==> src/rtl/axi_ad7124_pkg.sv <==
// rtl/axi_ad7124_pkg.sv - command word layout, FSM states and run limits for the AD7124 command sequencer
package axi_ad7124_pkg;

    localparam int CMD_LAST_BIT   = 31;
    localparam int CMD_SEL_BIT    = 30;
    localparam int CMD_BOARD_LSB  = 27;
    localparam int CMD_BOARD_W    = 3;
    localparam int CMD_NBYTES_LSB = 24;
    localparam int CMD_NBYTES_W   = 3;
    localparam int MAX_BYTES      = 3;

    // A list that never sets LAST is cut off after this many words.
    localparam logic [11:0] MAX_RUN_WORDS = 12'd2048;

    typedef enum logic [2:0] {
        IDLE,
        FETCH,
        LATCH,
        SEND,
        NEXT
    } cmd_state_t;

endpackage

==> src/rtl/axi_ad7124_cmd_if.sv <==
// rtl/axi_ad7124_cmd_if.sv - per-board TC/RTD byte streams and BRAM read port of the command sequencer
interface axi_ad7124_cmd_if #(
    parameter int NUM_OF_BOARD = 6
);
    logic [NUM_OF_BOARD-1:0]      tc_sdo_valid;
    logic [NUM_OF_BOARD-1:0]      tc_sdo_ready;
    logic [NUM_OF_BOARD-1:0][7:0] tc_sdo_data;
    logic [NUM_OF_BOARD-1:0]      rtd_sdo_valid;
    logic [NUM_OF_BOARD-1:0]      rtd_sdo_ready;
    logic [NUM_OF_BOARD-1:0][7:0] rtd_sdo_data;

    logic        bram_clk;
    logic        bram_rst;
    logic        bram_en;
    logic [3:0]  bram_we;
    logic [12:0] bram_addr;
    logic [31:0] bram_wrdata;
    logic [31:0] bram_rddata;

    modport master (
        output tc_sdo_valid, tc_sdo_data, rtd_sdo_valid, rtd_sdo_data,
        output bram_clk, bram_rst, bram_en, bram_we, bram_addr, bram_wrdata,
        input  tc_sdo_ready, rtd_sdo_ready, bram_rddata
    );

    modport slave (
        input  tc_sdo_valid, tc_sdo_data, rtd_sdo_valid, rtd_sdo_data,
        input  bram_clk, bram_rst, bram_en, bram_we, bram_addr, bram_wrdata,
        output tc_sdo_ready, rtd_sdo_ready, bram_rddata
    );

endinterface

==> src/rtl/axi_ad7124_cmd_demux.sv <==
// rtl/axi_ad7124_cmd_demux.sv - steers one valid/data/ready byte stream onto a board's TC or RTD channel
module axi_ad7124_cmd_demux #(
    parameter int NUM_OF_BOARD = 6
) (
    input  logic                         valid,
    input  logic [7:0]                   data,
    output logic                         ready,
    input  logic                         sel,
    input  logic [2:0]                   board,
    output logic [NUM_OF_BOARD-1:0]      tc_valid,
    output logic [NUM_OF_BOARD-1:0][7:0] tc_data,
    input  logic [NUM_OF_BOARD-1:0]      tc_ready,
    output logic [NUM_OF_BOARD-1:0]      rtd_valid,
    output logic [NUM_OF_BOARD-1:0][7:0] rtd_data,
    input  logic [NUM_OF_BOARD-1:0]      rtd_ready
);

    always_comb begin
        tc_valid  = '0;
        tc_data   = '0;
        rtd_valid = '0;
        rtd_data  = '0;
        ready     = 1'b0;
        for (int b = 0; b < NUM_OF_BOARD; b++) begin
            if (board == 3'(b)) begin
                if (sel) begin
                    rtd_valid[b] = valid;
                    rtd_data[b]  = data;
                    ready        = rtd_ready[b];
                end else begin
                    tc_valid[b] = valid;
                    tc_data[b]  = data;
                    ready       = tc_ready[b];
                end
            end
        end
    end

endmodule

==> src/rtl/axi_ad7124_cmd.sv <==
// rtl/axi_ad7124_cmd.sv - fetches command words from BRAM and emits their payload bytes to board streams
module axi_ad7124_cmd
    import axi_ad7124_pkg::*;
#(
    parameter int NUM_OF_BOARD = 6
) (
    input  logic             aclk,
    input  logic             aresetn,
    input  logic             start,
    input  logic [12:0]      start_addr,
    input  logic             abort,
    output logic             busy,
    output logic             done,
    output logic             error,
    output logic [11:0]      words_done,
    axi_ad7124_cmd_if.master io
);

    localparam logic [3:0] BOARD_LIMIT = 4'(NUM_OF_BOARD);

    cmd_state_t  state_q, state_d;
    logic [12:0] addr_q;
    logic [31:0] cmd_q;
    logic [1:0]  idx_q;
    logic        abort_q;
    logic        abort_pend;
    logic        done_d, error_d;
    logic        ch_valid, ch_ready;
    logic [7:0]  ch_data;
    logic [2:0]  rd_nbytes, rd_board;
    logic        rd_bad;
    logic        last_byte;

    assign rd_nbytes  = io.bram_rddata[CMD_NBYTES_LSB +: CMD_NBYTES_W];
    assign rd_board   = io.bram_rddata[CMD_BOARD_LSB +: CMD_BOARD_W];
    assign rd_bad     = (rd_nbytes > 3'(MAX_BYTES)) || ({1'b0, rd_board} >= BOARD_LIMIT);
    assign abort_pend = abort_q | abort;
    assign last_byte  = (({1'b0, idx_q} + 3'd1) == cmd_q[CMD_NBYTES_LSB +: CMD_NBYTES_W]);
    assign busy       = (state_q != IDLE);
    assign ch_valid   = (state_q == SEND);

    assign io.bram_clk    = aclk;
    assign io.bram_rst    = ~aresetn;
    assign io.bram_we     = 4'h0;
    assign io.bram_wrdata = 32'h0;
    assign io.bram_en     = (state_q == FETCH);
    assign io.bram_addr   = (state_q == FETCH) ? addr_q : 13'h0;

    always_comb begin
        ch_data = 8'h00;
        if (state_q == SEND) begin
            case (idx_q)
                2'd0:    ch_data = cmd_q[23:16];
                2'd1:    ch_data = cmd_q[15:8];
                default: ch_data = cmd_q[7:0];
            endcase
        end
    end

    always_comb begin
        state_d = state_q;
        done_d  = 1'b0;
        error_d = 1'b0;
        case (state_q)
            IDLE:  if (start) state_d = FETCH;
            FETCH: state_d = LATCH;
            LATCH: begin
                // A malformed word is reported as an error even if it also carries LAST.
                if (rd_bad || abort_pend) begin
                    error_d = 1'b1;
                    state_d = IDLE;
                end else if (rd_nbytes == 3'd0) begin
                    state_d = NEXT;
                end else begin
                    state_d = SEND;
                end
            end
            SEND:  if (ch_ready && last_byte) state_d = NEXT;
            NEXT: begin
                if (cmd_q[CMD_LAST_BIT]) begin
                    done_d  = 1'b1;
                    state_d = IDLE;
                end else if (abort_pend || (words_done == MAX_RUN_WORDS)) begin
                    error_d = 1'b1;
                    state_d = IDLE;
                end else begin
                    state_d = FETCH;
                end
            end
            default: state_d = IDLE;
        endcase
    end

    always_ff @(posedge aclk) begin
        if (!aresetn) begin
            state_q    <= IDLE;
            addr_q     <= 13'h0;
            cmd_q      <= 32'h0;
            idx_q      <= 2'd0;
            abort_q    <= 1'b0;
            done       <= 1'b0;
            error      <= 1'b0;
            words_done <= 12'd0;
        end else begin
            state_q <= state_d;
            done    <= done_d;
            error   <= error_d;
            if (state_q == IDLE) abort_q <= 1'b0;
            else if (abort)      abort_q <= 1'b1;
            if (state_q == IDLE && start) begin
                addr_q     <= start_addr & 13'h1FFC;
                words_done <= 12'd0;
            end
            if (state_q == LATCH) begin
                cmd_q      <= io.bram_rddata;
                words_done <= words_done + 12'd1;
                idx_q      <= 2'd0;
            end
            if (state_q == SEND && ch_ready) idx_q <= idx_q + 2'd1;
            // 13-bit address wraps 0x1FFC -> 0x0000 on its own.
            if (state_q == NEXT && state_d == FETCH) addr_q <= addr_q + 13'd4;
        end
    end

    axi_ad7124_cmd_demux #(
        .NUM_OF_BOARD(NUM_OF_BOARD)
    ) u_demux (
        .valid    (ch_valid),
        .data     (ch_data),
        .ready    (ch_ready),
        .sel      (cmd_q[CMD_SEL_BIT]),
        .board    (cmd_q[CMD_BOARD_LSB +: CMD_BOARD_W]),
        .tc_valid (io.tc_sdo_valid),
        .tc_data  (io.tc_sdo_data),
        .tc_ready (io.tc_sdo_ready),
        .rtd_valid(io.rtd_sdo_valid),
        .rtd_data (io.rtd_sdo_data),
        .rtd_ready(io.rtd_sdo_ready)
    );

endmodule

==> src/flat_wrapper.sv <==
// flat-port wrapper written by rule: the top's interface ports become plain ports
module axi_ad7124_cmd_flat import axi_ad7124_pkg::*;
#(
    parameter int NUM_OF_BOARD = 6
)
  (aclk, aresetn, start, start_addr, abort, busy, done, error, words_done, io_tc_sdo_valid, io_tc_sdo_data, io_rtd_sdo_valid, io_rtd_sdo_data, io_bram_clk, io_bram_rst, io_bram_en, io_bram_we, io_bram_addr, io_bram_wrdata, io_tc_sdo_ready, io_rtd_sdo_ready, io_bram_rddata);
  axi_ad7124_cmd_if #(.NUM_OF_BOARD(NUM_OF_BOARD)) io_i ();
  input  logic aclk;
  input  logic aresetn;
  input  logic start;
  input  logic [12:0] start_addr;
  input  logic abort;
  output logic busy;
  output logic done;
  output logic error;
  output logic [11:0] words_done;
  output wire logic [$bits(io_i.tc_sdo_valid)-1:0] io_tc_sdo_valid;
  output wire logic [$bits(io_i.tc_sdo_data)-1:0] io_tc_sdo_data;
  output wire logic [$bits(io_i.rtd_sdo_valid)-1:0] io_rtd_sdo_valid;
  output wire logic [$bits(io_i.rtd_sdo_data)-1:0] io_rtd_sdo_data;
  output wire logic [$bits(io_i.bram_clk)-1:0] io_bram_clk;
  output wire logic [$bits(io_i.bram_rst)-1:0] io_bram_rst;
  output wire logic [$bits(io_i.bram_en)-1:0] io_bram_en;
  output wire logic [$bits(io_i.bram_we)-1:0] io_bram_we;
  output wire logic [$bits(io_i.bram_addr)-1:0] io_bram_addr;
  output wire logic [$bits(io_i.bram_wrdata)-1:0] io_bram_wrdata;
  input wire logic [$bits(io_i.tc_sdo_ready)-1:0] io_tc_sdo_ready;
  input wire logic [$bits(io_i.rtd_sdo_ready)-1:0] io_rtd_sdo_ready;
  input wire logic [$bits(io_i.bram_rddata)-1:0] io_bram_rddata;
  assign io_tc_sdo_valid = io_i.tc_sdo_valid;
  assign io_tc_sdo_data = io_i.tc_sdo_data;
  assign io_rtd_sdo_valid = io_i.rtd_sdo_valid;
  assign io_rtd_sdo_data = io_i.rtd_sdo_data;
  assign io_bram_clk = io_i.bram_clk;
  assign io_bram_rst = io_i.bram_rst;
  assign io_bram_en = io_i.bram_en;
  assign io_bram_we = io_i.bram_we;
  assign io_bram_addr = io_i.bram_addr;
  assign io_bram_wrdata = io_i.bram_wrdata;
  assign io_i.tc_sdo_ready = io_tc_sdo_ready;
  assign io_i.rtd_sdo_ready = io_rtd_sdo_ready;
  assign io_i.bram_rddata = io_bram_rddata;
  axi_ad7124_cmd #(.NUM_OF_BOARD(NUM_OF_BOARD)) u_core (.aclk(aclk), .aresetn(aresetn), .start(start), .start_addr(start_addr), .abort(abort), .busy(busy), .done(done), .error(error), .words_done(words_done), .io(io_i));
endmodule
==> config.mk <==
export PLATFORM = sky130hd
export DESIGN_NAME = axi_ad7124_cmd_flat
export DESIGN_NICKNAME = d
export VERILOG_FILES = /design/src/rtl/axi_ad7124_pkg.sv /design/src/rtl/axi_ad7124_cmd_if.sv /design/src/rtl/axi_ad7124_cmd_demux.sv /design/src/rtl/axi_ad7124_cmd.sv /design/src/flat_wrapper.sv
export SDC_FILE = /design/constraint.sdc
export NUM_CORES = 1
export LEC_CHECK = 0
export ABC_AREA = 1
export ABC_CLOCK_PERIOD_IN_PS = 4300
export BUFFER_PORTS_ARGS = -buffer_cell sky130_fd_sc_hd__buf_2
export CAP_MARGIN = 20
export CELL_PAD_IN_SITES_DETAIL_PLACEMENT = 1
export CELL_PAD_IN_SITES_GLOBAL_PLACEMENT = 1
export CORE_MARGIN = 3
export CORE_UTILIZATION = 31
export DETAILED_ROUTE_END_ITERATION = 12
export PLACE_DENSITY_LB_ADDON = 0.1
export SKIP_LAST_GASP = 1
export SLEW_MARGIN = 20
export SYNTH_ARGS = -nofsm -noshare
export SYNTH_HDL_FRONTEND = slang
export SYNTH_SLANG_ARGS = --single-unit
==> constraint.sdc <==
create_clock -name aclk -period 4.3 [get_ports aclk]
set_input_delay 0.86 -clock aclk [delete_from_list [all_inputs] [get_ports aclk]]
set_output_delay 0.86 -clock aclk [all_outputs]
set_load 0.01 [all_outputs]
After elaboration in Yosys (flattened, before gate mapping)
Index checks and enable logic that the tools add are counted.

Add/subtract/negate cells: 4. Multiply operators: 0. Div/mod/pow operators: 0. Magnitude comparators: 2. Eq/ne operators: 13. Shifts and indexed selects: 0. Multiplexer cells: 61. Bitwise gates (word level): 2. Reductions and logical operators: 17.

Operators by type and width (count): 8-bit 2-to-1 mux (15); 13-bit 2-to-1 mux (3); 1-bit 2-to-1 mux (31); 12-bit 2-to-1 mux (2); 8-bit case mux with 2 select lines (1); 3-bit 2-to-1 mux (5); 3-bit case mux with 5 select lines (1); 13-bit by 3-bit adder with 13-bit output (second input constant) (1); 12-bit by 1-bit adder with 12-bit output (second input constant) (1); 12-bit == test (second input constant) (1); 3-bit by 2-bit == test with 1-bit output (second input constant) (4); 3-bit by 1-bit == test with 1-bit output (second input constant) (3); 3-bit == test (second input constant) (3); 3-bit zero test (3); 2-bit nonzero test (3); 1-bit logical AND (4); 2-bit 2-to-1 mux (2); 2-bit by 1-bit adder with 3-bit output (second input constant) (1); 3-bit == test (1); 3-bit >= comparator (second input constant) (1); 3-bit by 2-bit > comparator with 1-bit output (second input constant) (1); 1-bit logical OR (3); 3-bit nonzero test (1); 2-bit by 1-bit adder with 2-bit output (second input constant) (1); 7 further kinds (7).

Register bits: 65. Bits in latches: 0. Memory bits (writable): 0. Memory bits (read-only): 0. Input bits: 61. Output and inout bits: 175. Logic and storage cells: 107. Memories kept: 0.

Logic depth before layout (Yosys ltp)
Gate-level depths: netlist of run 1.

Word-level depth: 13. Gate-level depth with buffers: 11. Gate-level depth less buffers: 10.

By module
From an unflattened synthesis of run 1, not the netlist that was laid out.

Cell total of the unflattened synthesis: 679. Area total of the unflattened synthesis: 4205.3 µm².

By module, submodules not included: axi_ad7124_cmd (times used 1, cells an instance 504, area each 3463.3 µm²); axi_ad7124_cmd_demux (times used 1, cells an instance 175, area each 742.0 µm²).

==> flow_metrics.py, run 1 <==
metrics = {
    "grt": {
        "grt_pass1_vias": 4897,
        "antenna_found_initial": 0,
        "grt_max_degree": 59,
        "grt_util_all_layers_pct": 20.8,
        "grt_first_pass_wirelength_um": 24900,
        "overflow": 0,
    },
    "critical_path": {
        "crit_buf_inv": 3,
        "startpoint_type": "flop",
        "required_ps": 3440,
        "crit_family": "compound AO/OA/AOI/OAI gates",
        "rrSetupSlack_ps": 2450,
        "critPathKind": "reg -> out",
        "worstSetupEndpointType": "primary output",
        "worstPathCellList": "inv_1 -> ha_1 -> inv_1 -> o22ai_1 -> a21oi_1 -> nor2_1 -> buf_2",
        "timing.rr.start": "u_core.words_done[0]",
        "critPathMostFrequentCell": "inv_1",
        "cp_max_fo": 12,
        "worstPathArrival_ps": 2690,
        "cp-startpoint": "u_core.idx_q[0]",
        "slowest_stage": "a21oi_1",
        "cp_slowest_stage_delay_ps": 800,
    },
    "floorplanning": {
        "die-area_mm2": 0.0148,
        "core_mm2": 0.0129,
        "io_pins": 236,
        "chipHeight_um": 122,
        "initial_utilization_pct": 32.3,
        "rows": 41,
        "die_x_um": 122,
    },
    "timing": {
        "max_freq_mhz": 282,
        "whs_ps": 456,
        "hold_viol_final": 0,
        "final_max_slew_viol_count": 0,
        "clock_skew_ps": 10.9,
        "finalCritPeriodShare_pct": 82.6,
        "relSlewSlack_pct": 29.3,
        "min_period_ps": 3550,
        "fin_tns_setup_ps": 0,
        "worst_pin_slew_ps": 1060,
        "setup_viol": 0,
        "grt_setup_unrepaired": "false",
    },
    "route": {
        "drt_iter0_markers": 213,
        "routed_via_density": 4.60,
        "wl_met3_um": 713,
        "top_layer": "met4",
        "dr_wl_met2_um": 7990,
        "vias": 4690,
        "drcViolationCount": 0,
        "dr.pass1.iters": 4,
        "drt-met1-wl_um": 6930,
        "wirelength_um": 15800,
        "ant_nets": 0,
        "wire_per_inst_um": 15.5,
    },
    "finish": {
        "n_antenna_cell": 0,
        "area_growth_pct": 32.4,
        "drive_above_1_share_pct": 30.7,
        "layout.nets": 910,
        "final_cells": 1020,
    },
    "logic_synthesis": {
        "avgSynthCellArea_um2": 6.32,
        "ys_warn_count": 0,
        "synthCells": 657,
        "synth_edf_count": 0,
        "ys_seq_elements": 63,
        "yosysSeqAreaShare_pct": 30.4,
        "ys_async_sr_fraction_pct": 0,
        "synthesis.area_mm2": 0.00415,
        "yosys.cell_types.count": 35,
        "ys.flop_type": "dfxtp_1",
    },
    "place": {
        "dp.cells": 1000,
        "gp_congestion": 0.822,
        "port-buffer-count": 195,
        "hpwl_um": 12300,
    },
    "clocking": {
        "post-cts-setup-buffer-count": 0,
        "tritoncts": "built",
        "clk_pin_slew_ps": 60,
        "cts_resized": 0,
        "clock_latency_ps": 440,
        "cts_hold_buf": 0,
    },
    "pwr": {
        "p_per_area_mw_per_mm2": 329,
        "vdd_drop_max_v": 0.000229,
        "power.leakage_nw": 2.60,
        "p_total_mw": 1.81,
    },
    "flow_run": {
        "drv_cap": 0,
    },
    "min_path": {
        "worstHoldStart": "u_core.cmd_q[16]",
        "hold_class": "reg -> reg",
    },
    "outcome": {
        "status": "complete, no violations",
    },
}
through the flow:
step / setup slack (ps) / util [%] / area [µm²]
after global routing: 495 / 42.7 / 5500
after detailed placement: 1180 / 39.6 / 5090
after global placement: 1180 / 39.6 / 5090
after floorplan: 1170 / - / 4290
final: 749 / 42.7 / 5500
after CTS: 729 / 42.7 / 5500
final cells by class:
type                       instances  area [µm²]
fill                            1803        7380
multi-input combinational        476        2270
sequential                        63        1260
timing repair buffer             199        1010
inverter                          90         342
clock buffer                      17         340
tap                              172         215
clock inverter                     3        65.1
flip-flops by register name (all words and copies together), names as in the netlist:
| signal | cells |
|---|---|
| u_core.error | 1 |
| u_core.idx_q | 2 |
| u_core.done | 1 |
| u_core.addr_q | 11 |
| u_core.words_done | 12 |
| u_core.cmd_q | 32 |
| u_core.abort_q | 1 |
| u_core.state_q | 3 |
cells in the mapped netlist, types with 2 or more instances:
cell type / number / area (µm²)
nand4_1: 5 / 31.3
buf_2: 3 / 15.0
a221oi_1: 2 / 17.5
inv_2: 17 / 63.8
o21ai_0: 32 / 160
buf_4: 42 / 315
inv_1: 70 / 263
a211oi_1: 2 / 15.0
nor2_1: 154 / 578
xor2_1: 8 / 70.1
nand2_1: 98 / 368
dfxtp_1: 63 / 1260
a21oi_1: 66 / 330
clkbuf_1: 18 / 67.6
nand3_2: 2 / 20.0
ha_1: 6 / 75.1
nor2_4: 14 / 158
nand3_1: 17 / 85.1
nor2_2: 5 / 31.3
nor3_1: 10 / 50.1
o22ai_1: 8 / 50.1
xnor2_1: 2 / 17.5
worst register-to-register path, delay by kind of cell, from the launching register on:
kind / cells / cell delay [ps]
simple gates: 4 / 780
flops: 1 / 420
fa+ha+maj: 1 / 200
buf+inv: 2 / 240
compound gates: 1 / 60
path summary, 6_finish.rpt:
check	to	cells past startpoint
setup / recovery	io_tc_sdo_data[6]	7
hold / removal	u_core.cmd_q[16]	2
setup reg to reg	u_core.addr_q[4]	8
hold reg to reg	u_core.cmd_q[16]	2
cell families after synthesis:
group	after synthesis	synth area share, %
adder cells (fa/ha/maj)	6	1.81
XOR/XNOR	10	2.11
buffers and inverters	155	18.4
AO/OA/AOI/OAI	114	14.6
AND/OR/NAND/NOR	308	32.7
other	1	0.0903
flip-flops	63	30.4
routing by layer:
layer / track usage, % / vias to the layer above
met5: 0 / -
met4: 5.46 / 0
met3: 3.76 / 13
met2: 37.7 / 121
met1: 25.4 / 2217
li1: - / 2339
report_power, final:
group | total [mW] | leakage [nW] | internal [mW] | switching (mW)
clock network | 0.947 | 0.201 | 0.663 | 0.284
logic | 0.232 | 1.89 | 0.0698 | 0.162
registers | 0.631 | 0.512 | 0.612 | 0.0189
total | 1.81 | 2.60 | 1.34 | 0.465
layout by cell type, fill, tap and decap left out, types with 2 or more instances in the layout:
cell type,count
a21oi_1,66
nor2_2,5
ha_1,6
nor3_1,10
buf_2,196
o22ai_1,8
a211oi_1,2
xor2_1,8
clkbuf_1,2
conb_1,38
bufinv_16,2
inv_1,70
clkbuf_16,12
xnor2_1,2
clkinv_2,2
inv_2,17
buf_4,4
nand3_2,3
dfxtp_1,63
clkbuf_8,2
nand4_1,5
a221oi_1,2
o21ai_0,32
nand2_1,98
nand3_1,16
nor2_4,14
nor2_1,154
No activity file was read; power rests on OpenSTA's default activity.
==> run 2, diff against run 1 <==
--- a/config.mk
+++ b/config.mk
@@ -5,14 +5,14 @@
 export SDC_FILE = /design/constraint.sdc
 export NUM_CORES = 1
 export LEC_CHECK = 0
-export ABC_AREA = 1
-export ABC_CLOCK_PERIOD_IN_PS = 4300
+export ABC_AREA = 0
+export ABC_CLOCK_PERIOD_IN_PS = 3500
 export BUFFER_PORTS_ARGS = -buffer_cell sky130_fd_sc_hd__buf_2
 export CAP_MARGIN = 20
 export CELL_PAD_IN_SITES_DETAIL_PLACEMENT = 1
 export CELL_PAD_IN_SITES_GLOBAL_PLACEMENT = 1
 export CORE_MARGIN = 3
-export CORE_UTILIZATION = 31
+export CORE_UTILIZATION = 29
 export DETAILED_ROUTE_END_ITERATION = 12
 export PLACE_DENSITY_LB_ADDON = 0.1
 export SKIP_LAST_GASP = 1
==> constraint.sdc (replaced) <==
create_clock -name aclk -period 3.5 [get_ports aclk]
set_input_delay 0.7 -clock aclk [delete_from_list [all_inputs] [get_ports aclk]]
set_output_delay 0.7 -clock aclk [all_outputs]
set_load 0.01 [all_outputs]
==> run 2 against run 1 <==
Compared with the run above:
- synthesized area fell by 4.4%
- synthesized cell count fell by 12%
- die area rose by 2.1%
- critical path type unchanged
- non-clock buffer count did not move
- worst setup slack got worse by 580 ps
- wire length fell by 4.0%
- final cell count fell by 7.8%
- combinational power rose by 6%
- global-route usage fell by 1.8 points
- critical path depth fell by 1
- worst hold slack got worse by 0.96 ps
- sequential share of layout area rose by 0.70 points
==> flow_metrics.py, run 2 <==
metrics = {
    "flow_run": {
        "drv_cap": 0,
    },
    "logic_synthesis": {
        "ys.flop_type": "dfxtp_1",
        "synth.top_cells.by_count": "nor2_1, nand2_1, dfxtp_1, a21oi_1, buf_4",
        "synth.area.top_cells": "dfxtp_1, nor2_1, nand2_1, a21oi_1, buf_4",
        "ys_seq_elements": 63,
        "yosys.area.top_type": "dfxtp_1",
        "synth_edf_count": 0,
        "avgSynthCellArea_um2": 6.85,
        "yosys.cell_types.count": 58,
        "yosysSeqAreaShare_pct": 31.8,
        "synthesis.area_mm2": 0.00397,
        "yosysMostFrequentCell": "nor2_1",
        "synthDominantCellAreaShare_pct": 31.8,
        "synthCells": 579,
        "ys_async_sr_fraction_pct": 0,
        "ys_warn_count": 0,
    },
    "floorplanning": {
        "core_mm2": 0.0133,
        "rows": 42,
        "initial_utilization_pct": 29.9,
        "chipHeight_um": 123,
        "die_x_um": 123,
        "die-area_mm2": 0.0151,
        "io_pins": 236,
    },
    "route": {
        "routed_via_density": 4.78,
        "vias": 4489,
        "dr.pass1.iters": 4,
        "wire_per_inst_um": 16.1,
        "drt_iter0_markers": 166,
        "wirelength_um": 15200,
        "ant_nets": 0,
        "drcViolationCount": 0,
    },
    "pwr": {
        "power_switching_share_pct": 25.6,
        "vdd_drop_max_v": 0.000219,
        "power.leakage_nw": 2.53,
        "p_comb_share_pct": 11.2,
        "power_switching_mw": 0.562,
        "pwr-share-clk_pct": 53.4,
        "intPower_mw": 1.63,
        "pwr-share-seq_pct": 35.4,
        "p_total_mw": 2.19,
        "p_per_area_mw_per_mm2": 411,
    },
    "grt": {
        "grt_first_pass_wirelength_um": 22900,
        "grt_max_degree": 54,
        "grt_pass1_vias": 4450,
        "antenna_found_initial": 2,
        "grt_util_all_layers_pct": 19.1,
        "overflow": 0,
    },
    "critical_path": {
        "worstPathArrival_ps": 2630,
        "critPathKind": "reg -> out",
        "required_ps": 2800,
        "startpoint_type": "flop",
        "cp-startpoint": "u_core.idx_q[0]",
        "timing.rr.start": "u_core.words_done[0]",
        "worstSetupEndpointType": "primary output",
        "cp_max_fo": 12,
    },
    "timing": {
        "worst_pin_slew_ps": 1040,
        "max_freq_mhz": 300,
        "relSlewSlack_pct": 30.9,
        "final_max_slew_viol_count": 0,
        "min_period_ps": 3330,
        "grt_setup_unrepaired": "true",
        "hold_viol_final": 0,
        "finalCritPeriodShare_pct": 95.1,
        "setup_viol": 0,
        "whs_ps": 456,
        "clock_skew_ps": 5.16,
    },
    "outcome": {
        "status": "complete, no violations",
    },
    "place": {
        "gp_congestion": 0.784,
        "dp.cells": 921,
        "port-buffer-count": 195,
        "hpwl_um": 11500,
    },
    "finish": {
        "drive_above_1_share_pct": 32.1,
        "layout.nets": 826,
        "area_growth_pct": 34.5,
        "final_cells": 940,
        "top_register": "u_core.cmd_q",
        "layout_commonest_cell": "buf_2",
        "largest_reg_flops": 32,
        "n_antenna_cell": 0,
        "reg_top3": "u_core.cmd_q x32, u_core.words_done x12, u_core.addr_q x11",
        "final_cell_mix": "buf_2, nor2_1, nand2_1, dfxtp_1, a21oi_1",
        "fillCellCount": 1781,
    },
    "clocking": {
        "clock_latency_ps": 440,
        "clk_pin_slew_ps": 60,
        "tritoncts": "built",
        "post-cts-setup-buffer-count": 0,
    },
    "min_path": {
        "hold_class": "reg -> reg",
        "worstHoldStart": "u_core.cmd_q[20]",
    },
}
## run 2: cells by family after synthesis
group,share of synthesized area (%)
compound gates,16.3
other cells,0.0945
fa+ha+maj,1.89
xor+xnor,0.662
mux,3.56
flops,31.8
buf+inv,13.0
simple gates,32.8
## run 2: through the flow
step | util, % | area [µm²] | setup slack, ps | TNS, ps
after floorplan | - | 4110 | 931 | 0
after global placement | 37.0 | 4910 | 510 | 0
after detailed placement | 37.0 | 4910 | 422 | 0
after CTS | 40.1 | 5330 | 29.0 | 0
after global routing | 40.1 | 5340 | -60.2 | -1110
final | 40.1 | 5340 | 170 | 0
## run 2: repair_timing
item	4_1_cts	5_1_grt
resized for setup	3	2
endpoints found under the setup margin	23	60
hold buffers	0	0
## run 2: layout make-up
class,count,area (µm²),area share (%)
flip-flops and latches,63,1260,23.6
clock inverters,6,92.6,1.73
clock buffers,14,319,5.98
multi-input cells,460,2350,44.1
repair buffers,199,1010,18.9
well taps,176,220,4.13
inverters,22,82.6,1.55
## run 2: routing by layer
metal / GRT usage, % / vias to the layer above / share of wire [%]
met5: 0 / - / 0.22
met4: 5.12 / 4 / 0.54
met3: 5.49 / 11 / 7.3
met2: 34.7 / 141 / 51
met1: 21.7 / 2130 / 41
li1: - / 2203 / -
## run 2: critical path: stages (launching register included)
cell,delay (ps)
dfxtp_1,350
inv_1,100
ha_1,390
nor2_2,180
a21oi_1,850
nor2_1,120
buf_2,190
## run 2: worst paths after layout
check	cells after the start	slack [ps]	end
setup / recovery	6	170	io_rtd_sdo_data[16]
hold / removal	2	460	u_core.cmd_q[20]
setup reg to reg	7	1080	u_core.addr_q[4]
hold reg to reg	2	460	u_core.cmd_q[20]
## run 2: power groups by stage
stage	clock (mW)	combinational (mW)	sequential, mW
after detailed placement	0.0173	0.247	0.793
after CTS	1.20	0.248	0.778
after floorplan	0.0235	0.194	0.780
after global placement	0.0173	0.240	0.791
after global routing	1.24	0.277	0.782
final	1.17	0.245	0.778
==> run 3, diff against run 2 <==
--- a/config.mk
+++ b/config.mk
@@ -15,6 +15,7 @@
 export CORE_UTILIZATION = 29
 export DETAILED_ROUTE_END_ITERATION = 12
 export PLACE_DENSITY_LB_ADDON = 0.1
+export SETUP_SLACK_MARGIN = 0.5
 export SKIP_LAST_GASP = 1
 export SLEW_MARGIN = 20
 export SYNTH_ARGS = -nofsm -noshare
==> run 3 against run 2 <==
Compared with the run above:
- final area grew 2.3%
- die area is the same
- clock skew shrank 1.7 ps
- wire length grew 0.11%
- worst setup slack gained 480 ps
- combinational power grew 3%
- non-clock buffer count grew 2
- sequential cell count is the same
- total power grew 0.34%
- global-route usage is essentially flat
- critical path type unchanged
- critical path depth grew 1
- final cell count grew 0.21%
==> flow_metrics.py, run 3 (synthesized netlist as in run 2, its figures left out) <==
metrics = {
    "timing": {
        "final_max_slew_viol_count": 0,
        "worst_pin_slew_ps": 1010,
        "relSlewSlack_pct": 32.7,
        "fin_tns_setup_ps": 0,
        "min_period_ps": 2850,
        "setup_viol": 0,
        "grt_setup_unrepaired": "true",
        "max_freq_mhz": 351,
        "finalCritPeriodShare_pct": 81.4,
        "hold_viol_final": 0,
        "clock_skew_ps": 3.42,
    },
    "finish": {
        "top_register": "u_core.cmd_q",
        "final_cell_mix": "buf_2, nor2_1, nand2_1, dfxtp_1, a21oi_1",
        "largest_reg_flops": 32,
        "finalInstanceArea_mm2": 0.00546,
        "drive_above_1_share_pct": 33.6,
        "area_growth_pct": 37.5,
        "layout_commonest_cell": "buf_2",
        "reg_top3": "u_core.cmd_q x32, u_core.words_done x12, u_core.addr_q x11",
        "final_cells": 942,
        "layout.nets": 828,
        "n_antenna_cell": 0,
        "fillCellCount": 1773,
    },
    "pwr": {
        "p_per_area_mw_per_mm2": 403,
        "vdd_drop_max_v": 0.000219,
        "power_switching_share_pct": 25.7,
        "p_total_mw": 2.20,
        "intPower_mw": 1.64,
        "pwr-share-seq_pct": 35.4,
        "pwr-share-clk_pct": 53.2,
        "p_comb_share_pct": 11.4,
        "power.leakage_nw": 2.56,
        "power_switching_mw": 0.565,
    },
    "floorplanning": {
        "io_pins": 236,
        "rows": 42,
        "die-area_mm2": 0.0151,
        "chipHeight_um": 123,
        "initial_utilization_pct": 29.9,
        "core_mm2": 0.0133,
        "die_x_um": 123,
    },
    "min_path": {
        "hold_class": "reg -> reg",
    },
    "route": {
        "wirelength_um": 15200,
        "dr_wl_met2_um": 7840,
        "ant_nets": 0,
        "drcViolationCount": 0,
        "drt-met1-wl_um": 6140,
        "vias": 4498,
        "dr.pass1.iters": 5,
        "top_layer": "met5",
        "drt_iter0_markers": 183,
        "wl_met3_um": 1110,
        "wire_per_inst_um": 16.1,
        "routed_via_density": 4.77,
    },
    "grt": {
        "grt_max_degree": 54,
        "grt_pass1_vias": 4466,
        "grt_util_all_layers_pct": 19.1,
        "overflow": 0,
        "grt_first_pass_wirelength_um": 22900,
        "antenna_found_initial": 2,
    },
    "place": {
        "dp.cells": 921,
        "hpwl_um": 11500,
        "port-buffer-count": 195,
        "place_area_mm2": 0.00491,
        "gp_congestion": 0.784,
    },
    "critical_path": {
        "required_ps": 2800,
        "critPathKind": "reg -> out",
        "startpoint_type": "flop",
        "worstSetupEndpointType": "primary output",
        "cp_max_fo": 12,
        "rrSetupSlack_ps": 1080,
        "worstPathArrival_ps": 2150,
    },
    "flow_run": {
        "drv_cap": 0,
    },
    "clocking": {
        "clk_pin_slew_ps": 60,
        "tritoncts": "built",
        "clock_latency_ps": 440,
    },
    "outcome": {
        "status": "complete, no violations",
    },
}
==> run 3: changes by cell type in the layout (fill, tap and decap cells not counted), sizes merged <==
cell and delta:
buf +2
==> run 3: path summary, 6_finish.rpt <==
check / start / end / depth (start not counted)
max: u_core.idx_q[0] / io_tc_sdo_data[10] / 7
min reg2reg: u_core.cmd_q[20] / u_core.cmd_q[20] / 2
max reg2reg: u_core.words_done[0] / u_core.addr_q[4] / 7
min: u_core.cmd_q[20] / u_core.cmd_q[20] / 2
==> run 3: worst max-delay path, cell delays in order (launching register included) <==
cell	delay [ps]
dfxtp_1	420
inv_1	90
ha_2	270
nor2_4	300
buf_12	180
a21oi_4	120
nor2_1	160
buf_2	160
==> run 3: timing repair <==
item,CTS,global route
pin swaps,0,1
gates resized for setup,14,10
cloned,0,0
setup buffers,0,2
hold buffers,0,0
setup endpoints to repair,96,97
==> run 3: power groups by stage <==
stage | combinational [mW] | clock [mW] | sequential [mW]
after CTS | 0.252 | 1.20 | 0.779
after floorplan | 0.194 | 0.0235 | 0.780
after global placement | 0.240 | 0.0173 | 0.791
after global routing | 0.284 | 1.24 | 0.784
after detailed placement | 0.247 | 0.0173 | 0.793
final | 0.252 | 1.17 | 0.780
==> run 3: cell type report <==
type / instances / area, µm² / share of cell area [%]
clock inverter: 6 / 92.6 / 1.70
sequential: 63 / 1260 / 23.1
inverter: 22 / 82.6 / 1.51
timing repair buffer: 201 / 1040 / 19.0
clock buffer: 14 / 319 / 5.84
multi-input combinational: 460 / 2450 / 44.8
tap: 176 / 220 / 4.03
==> run 3: metal layers <==
metal	vias up	GRT usage (%)
met1	2139	21.6
met4	4	5.12
li1	2207	-
met2	140	35.0
met3	8	5.54
met5	-	0
==> run 3: stage by stage <==
stage	util [%]	worst slack (ps)	hold WS (ps)
6_report	41.1	649	456
5_1_grt	41.1	476	485
4_1_cts	40.5	438	460
3_5_place_dp	37.0	422	451
3_3_place_gp	37.0	510	446
2_1_floorplan	-	931	436
